`config.mk`:
```
export PLATFORM = sky130hd
export DESIGN_NAME = pc_gen
export DESIGN_NICKNAME = d
export VERILOG_FILES = /design/src/rtl/pc_gen.sv
export SDC_FILE = /design/constraint.sdc
export NUM_CORES = 1
export LEC_CHECK = 0
export CAP_MARGIN = 0
export CELL_PAD_IN_SITES_DETAIL_PLACEMENT = 1
export CELL_PAD_IN_SITES_GLOBAL_PLACEMENT = 1
export CORE_UTILIZATION = 31
export DETAILED_ROUTE_END_ITERATION = 8
export GPL_TIMING_DRIVEN = 0
export PLACE_DENSITY_LB_ADDON = 0.08
export RECOVER_POWER = 100
export SLEW_MARGIN = 20
export SYNTH_ARGS = -nofsm -noshare
export SYNTH_HDL_FRONTEND = slang
export SYNTH_SLANG_ARGS = --single-unit
```
`constraint.sdc`:
```
create_clock -name clk -period 5.7 [get_ports clk]
set_clock_uncertainty 0.15 [all_clocks]
set_input_delay 0.57 -clock clk [delete_from_list [all_inputs] [get_ports clk]]
set_output_delay 0.57 -clock clk [all_outputs]
set_load 0.05 [all_outputs]
```
`src/rtl/pc_gen.sv`:
```
// Program-counter generator: holds the fetch PC and issues it to fetch with a valid/ready handshake.
// Latency: pc, redirected and misalign_err are registered (one cycle after the causing request); pc_seq is combinational.
// Backpressure: pc holds while fetch_ready=0 unless a redirect arrives. PC_MISALIGN_TRAP_EN enables the misaligned-redirect check.
module pc_gen #(
  parameter int                  WIDTH_PC     = 32,
  parameter logic [WIDTH_PC-1:0] RESET_VECTOR = '0,
  parameter int                  STEP         = 4,
  parameter int                  BOOT_CYCLES  = 2,
  parameter int                  ALIGN_BITS   = 2
) (
  input  logic                clk,
  input  logic                rst_n,
  input  logic                trap_en,
  input  logic [WIDTH_PC-1:0] trap_target,
  input  logic                br_en,
  input  logic [WIDTH_PC-1:0] br_target,
  input  logic                halt_req,
  input  logic                resume,
  input  logic                fetch_ready,
  output logic                fetch_valid,
  output logic [WIDTH_PC-1:0] pc,
  output logic [WIDTH_PC-1:0] pc_seq,
  output logic                redirected,
  output logic                halted,
  output logic                misalign_err
);

  typedef enum logic [1:0] {
    S_BOOT = 2'd0,
    S_RUN  = 2'd1,
    S_HALT = 2'd2
  } state_t;

  localparam int CNT_W = (BOOT_CYCLES < 2) ? 1 : $clog2(BOOT_CYCLES);
  localparam logic [CNT_W-1:0]    BOOT_LAST  = CNT_W'(BOOT_CYCLES - 1);
  localparam logic [WIDTH_PC-1:0] ALIGN_MASK = WIDTH_PC'((64'd1 << ALIGN_BITS) - 64'd1);
  localparam logic [WIDTH_PC-1:0] STEP_W     = WIDTH_PC'(STEP);

`ifdef PC_MISALIGN_TRAP_EN
  localparam logic CHECK_ALIGN = 1'b1;
`else
  localparam logic CHECK_ALIGN = 1'b0;
`endif

  state_t              state_q, state_d;
  logic [CNT_W-1:0]    boot_cnt_q;
  logic                halt_pend_q;
  logic [WIDTH_PC-1:0] pc_q;
  logic                redirected_q;

  logic                redir_req;
  logic [WIDTH_PC-1:0] redir_tgt;
  logic                redir_bad;
  logic                redir_take;
  logic                fire;
  logic                boot_done;

  // Trap has priority; a rejected trap still blocks the branch because the trap target stays selected.
  assign redir_req  = trap_en | br_en;
  assign redir_tgt  = trap_en ? trap_target : br_target;
  assign redir_bad  = CHECK_ALIGN & (|(redir_tgt & ALIGN_MASK));
  assign redir_take = redir_req & ~redir_bad;
  assign fire       = fetch_valid & fetch_ready;
  assign boot_done  = (boot_cnt_q == BOOT_LAST);

  // State register
  always_ff @(posedge clk or negedge rst_n) begin
    if (!rst_n) begin
      state_q <= S_BOOT;
    end else begin
      state_q <= state_d;
    end
  end

  // Next-state logic; a halt requested during boot skips RUN entirely.
  always_comb begin
    state_d = state_q;
    case (state_q)
      S_BOOT: begin
        if (boot_done) begin
          state_d = (halt_pend_q | halt_req) ? S_HALT : S_RUN;
        end
      end
      S_RUN: begin
        if (halt_req) begin
          state_d = S_HALT;
        end
      end
      S_HALT: begin
        if (resume && !halt_req) begin
          state_d = S_RUN;
        end
      end
      default: state_d = S_BOOT;
    endcase
  end

  // Output logic
  always_comb begin
    fetch_valid = 1'b0;
    halted      = 1'b0;
    case (state_q)
      S_RUN:   fetch_valid = 1'b1;
      S_HALT:  halted      = 1'b1;
      default: ;
    endcase
  end

  always_ff @(posedge clk or negedge rst_n) begin
    if (!rst_n) begin
      boot_cnt_q  <= '0;
      halt_pend_q <= 1'b0;
    end else if (state_q == S_BOOT) begin
      boot_cnt_q  <= boot_cnt_q + CNT_W'(1);
      halt_pend_q <= halt_pend_q | halt_req;
    end else begin
      boot_cnt_q  <= '0;
      halt_pend_q <= 1'b0;
    end
  end

  // PC update: redirects apply in every state; sequential advance only on an accepted fetch.
  always_ff @(posedge clk or negedge rst_n) begin
    if (!rst_n) begin
      pc_q         <= RESET_VECTOR;
      redirected_q <= 1'b0;
    end else begin
      redirected_q <= redir_take;
      if (redir_take) begin
        pc_q <= redir_tgt;
      end else if (!redir_req && fire) begin
        pc_q <= pc_q + STEP_W;
      end
    end
  end

`ifdef PC_MISALIGN_TRAP_EN
  logic misalign_q;

  always_ff @(posedge clk or negedge rst_n) begin
    if (!rst_n) begin
      misalign_q <= 1'b0;
    end else begin
      misalign_q <= redir_req & redir_bad;
    end
  end

  assign misalign_err = misalign_q;
`else
  assign misalign_err = 1'b0;
`endif

  assign pc         = pc_q;
  assign pc_seq     = pc_q + STEP_W;
  assign redirected = redirected_q;

endmodule

```
# Word level (Yosys, flattened, before mapping)
# Index checks and enable logic that the tools add are counted.
# word_totals
ram_bits	0
mem_bits_ro	0
output_inout_bits	68
inputBits	71
word_cells	34
latch_bits	0
mem_count	0
register_bits	37
# classes
n_div	0
n_mux	12
addsub	2
shift	0
order_cmp	0
reduce_logical	7
eq_ne	5
mul	0
bitwise_logic	3
# op_table
op	n
$mux W32	3
$add A32 B3 Y32 const B	1
$mux W2	4
$ne A2 B2 Y1 const B	3
$pmux W2 S3	1
$mux W1	4
$reduce_and A3 Y1	1
$eq A2 B1 Y1 const B	1
$eq A2 B2 Y1 const B	1
$logic_and A1 B1 Y1	2
$logic_not A1 Y1	2
$logic_not A2 Y1	1
$or A1 B1 Y1	2
$reduce_bool A2 Y1	1
$add A1 B1 Y1 const B	1
$and A1 B1 Y1	1

# Logic depth before layout (Yosys ltp)
# logic_depth
ltp_word	6
depth_mapped	8
depth_no_buf	6

# Worst setup path before layout
# Ideal clock, no wire load.
# synth_path
path_kind	register to output
startpoint	register pc_q[11] (netlist: pc[11])
endpoint	output port pc_seq[30]
path_slack_ns	1.985
required_time_ns	4.980
arrival_ns	2.995
path_stages_with_launch	7
n_path_buf	2
path_cell_list	dfrtp_1 > clkbuf_1 > nand2_1 > or4_4 > buf_6 > or4_4 > xnor2_1
# synth_between
elab_chain_len	1
# synth_lines
item	line_no	rtl
start: declaration	48	logic [WIDTH_PC-1:0] pc_q;
start signal: assignment	130	pc_q <= redir_tgt;
start signal: assignment	132	pc_q <= pc_q + STEP_W;
$add A32 B3 Y32	154	assign pc_seq = pc_q + STEP_W;
end: declaration	22	output logic [WIDTH_PC-1:0] pc_seq,
# Every way passes these cells.

# Worst setup path in the final report
# layout_path
startpoint	register pc_q[11] (netlist: pc[11])
endpoint	output port pc_seq[25]
# The elaborated chain is that of the path after synthesis.

==> summary.md <==
| Metric | Value |
|---|---|
| Period utilisation layout | `72.8%` |
| Clock sinks | `37` |
| CP max FO | `9` |
| Synth Warn # | `0` |
| Routed wire length | `11.0 mm` |
| Vias in the first global route | `3,464` |
| Data arrival time of the critical path | `3.43 ns` |
| Area delta synth->final | `56.4%` |
| Max incr delay on CP | `0.90 ns` |
| Switching power | `0.512 mW` |
| 1st-iter DRT viols | `125` |
| I/O pin count | `139` |
| Vias per cell | `5.43` |
| Most frequent cells in the layout | `dlygate4sd3_1 (70), clkdlybuf4s50_1 (66), dfrtp_1 (37)` |
| Final nets | `561` |
| Initial core utilization | `32.2%` |
| Outcome | `finished clean` |
| Post-CTS sizing | `0` |
| Core Area | `8760 um2` |
| DP Wirelength | `8.44 mm` |
| Diode count | `0` |
| Setup bufs post-CTS | `0` |
| Die footprint | `9480 um2` |
| Max-Cap Viols | `0` |
| First-pass DRT Iterations | `4` |
| Unique masters post-synth | `50` |
| Final Hold Fails | `0` |
| GPL Wtd Cong | `0.834` |
| Hold Crit Class | `in -> async` |
| Switching share of power | `46.4%` |
| Setup TNS | `0 ns` |
| Final setup violation count | `0` |
| # rows | `34` |
| Buf/Inv on CP | `4` |
| Worst-Margin Slew | `1.44 ns` |
| Synthesized flop and latch total | `37` |
| Top Family by Delay on Critical Path | `buffers and inverters` |
| Vias | `3,243` |
| Layout Utilization | `50.3%` |
| Total congestion overflow | `0` |
| Count of flip-flops with a built-in enable after synthesis | `0` |
| Num CTS Buffers | `5` |
| Slew HR | `3.88%` |
| CTS H-tree lvls | `2` |
| WL/cell | `18.5 um` |
| Post-DRT Antenna Nets | `0` |
| Antenna violations before repair | `0` |
| Final worst path period need | `4.15 ns` |
| GRT Total Usage | `24.0%` |
| Syn_nets | `416` |
| Share of total power in the clock network | `17.8%` |
| Root Driver | `clkbuf_8` |
| Power Density | `250 nW/um2` |
| Buffers from clock root to sink, at most | `2` |
| Post-synthesis sequential area ratio | `32.8%` |
| Max-slew violations | `0` |
| Later-pin clock latency in the skew report | `0.29 ns` |
| Async SR Flop Fraction | `100%` |
| # DRC | `0` |
| Die W | `97.4 um` |
| VDD IR max | `138 uV` |
| Reg clk slew, reported paths | `0.08 ns` |
| Largest net degree at the start of global routing | `25` |
| RSZ-0062 raised after global routing | `no` |
| CP max stage cell | `dlygate4sd3_1` |
| Mapped Cells | `344` |
| PortBufs | `137` |
| Fmax | `241 MHz` |
| Worst setup SP type | `register` |
| Cts hold-fix bufs | `0` |
| Crit path kind | `reg -> out` |
| First-pass GRT wire length | `18.0 mm` |
| Leak | `1.78 nW` |
| Share of cells above drive strength 1 | `5.32%` |
| Post-Syn Area | `2820 um2` |
| Worst setup EP type | `output pin` |
| Internal power | `0.592 mW` |
| Avg Inst Size Synth | `8.19 um2` |
| Worst path cell trace | `clkbuf_1 -> nand2_1 -> or4_4 -> buf_6 -> or3_1 -> buf_2 -> nor2_1 -> xor2_1 -> dlygate4sd3_1` |
| Seq pwr share | `31.0%` |
| Ys flop type | `dfrtp_1` |
| Die height | `97.4 um` |
| TritonCTS clock tree | `built` |
| Critical Path RT | `4.98 ns` |
| Combinational Power Share | `51.3%` |
| Commonest non-fill, non-tap cell in the layout | `dlygate4sd3_1` |
cell type report:
| type | instances | area (um2) |
|---|---|---|
| fill | 1084 | 4350 |
| multi-input combinational | 266 | 1720 |
| timing repair buffer | 138 | 1370 |
| sequential | 37 | 926 |
| tap | 108 | 135 |
| buffer | 29 | 131 |
| clock buffer | 7 | 86.3 |
| inverter | 12 | 45.0 |
stage by stage:
| step | area [um2] | hold slack [ns] | setup slack [ns] | instances | power [mW] |
|---|---|---|---|---|---|
| global route | 4410 | 0.252 | 1.35 | 597 | 1.16 |
| global placement | 4330 | 0.297 | 1.95 | 589 | 0.929 |
| floorplan | 2820 | 0.124 | 1.99 | 344 | 0.712 |
| detailed placement | 4340 | 0.303 | 1.94 | 590 | 0.941 |
| finish | 4410 | 0.196 | 1.55 | 597 | 1.10 |
| CTS | 4430 | 0.0409 | 1.59 | 597 | 1.14 |
cell usage after synthesis (all sizes together) (2+ instances only):
cell type / instances / area share, %
clkbuf: 20 / 2.7
nor3: 8 / 1.4
nor2b: 3 / 0.67
nor2: 24 / 3.2
o21a: 3 / 0.80
nand3: 13 / 2.5
xor2: 15 / 4.7
and2: 3 / 0.67
a2bb2oi: 11 / 3.4
a22oi: 13 / 3.5
buf: 9 / 2.0
o21ai: 22 / 3.9
mux2: 3 / 1.2
and3: 2 / 0.49
nor4: 7 / 2.2
o22ai: 3 / 0.67
nand2b: 3 / 0.67
xnor2: 19 / 5.9
or4: 4 / 1.3
o22a: 3 / 0.93
o41ai: 2 / 0.62
a22o: 12 / 3.7
inv: 12 / 1.6
a21oi: 24 / 4.4
dfrtp: 37 / 33
mux2i: 2 / 0.71
a31oi: 9 / 2.0
or3: 2 / 0.44
nand2: 34 / 4.5
nand4: 8 / 2.3
o31ai: 2 / 0.53
and4: 4 / 1.2
metal layers:
metal	part of all wire [%]	GRT usage, %	vias up
li1	-	-	1537
met4	1.1	5.32	0
met5	0	0	-
met3	5.4	5.68	12
met2	48	40.5	99
met1	45	31.0	1595
path summary, 6_finish.rpt:
| kind | start | slack (ns) | cells after the start | end |
|---|---|---|---|---|
| worst max-delay path | pc[11] | 1.55 | 9 | pc_seq[25] |
| worst min-delay path | rst_n | 0.20 | 1 | pc[13] |
| worst max register to register | pc[11] | 3.05 | 8 | pc[29] |
| worst min register to register | boot_cnt_q | 0.31 | 1 | boot_cnt_q |
| max in group asynchronous | rst_n | 3.40 | 2 | pc[29] |
| min in group clk | boot_cnt_q | 0.31 | 1 | boot_cnt_q |
cell families (layout without fill, tap and decap cells):
logic type | after synthesis | in the layout | synth area share [%]
AND/OR/NAND/NOR | 118 | 118 | 22.5
AO/OA/AOI/OAI | 107 | 107 | 25.4
buffers and inverters | 41 | 186 | 6.26
flip-flops | 37 | 37 | 32.8
XOR/XNOR | 34 | 34 | 10.6
multiplexers | 5 | 5 | 1.91
adder cells (fa/ha/maj) | 1 | 1 | 0.444
other | 1 | 1 | 0.133
power groups by stage:
stage	Sequential (mW)	Combinational, mW	Clock (mW)
finish	0.342	0.566	0.196
CTS	0.343	0.595	0.200
detailed placement	0.348	0.593	0
global placement	0.346	0.583	0
global route	0.349	0.602	0.212
floorplan	0.426	0.286	0
registers in the layout, summed over array words and instances (netlist names):
signal	cells
redirected	1
pc	32
boot_cnt_q	1
halt_pend_q	1
state_q	2
No activity file was read; power rests on OpenSTA's default activity.
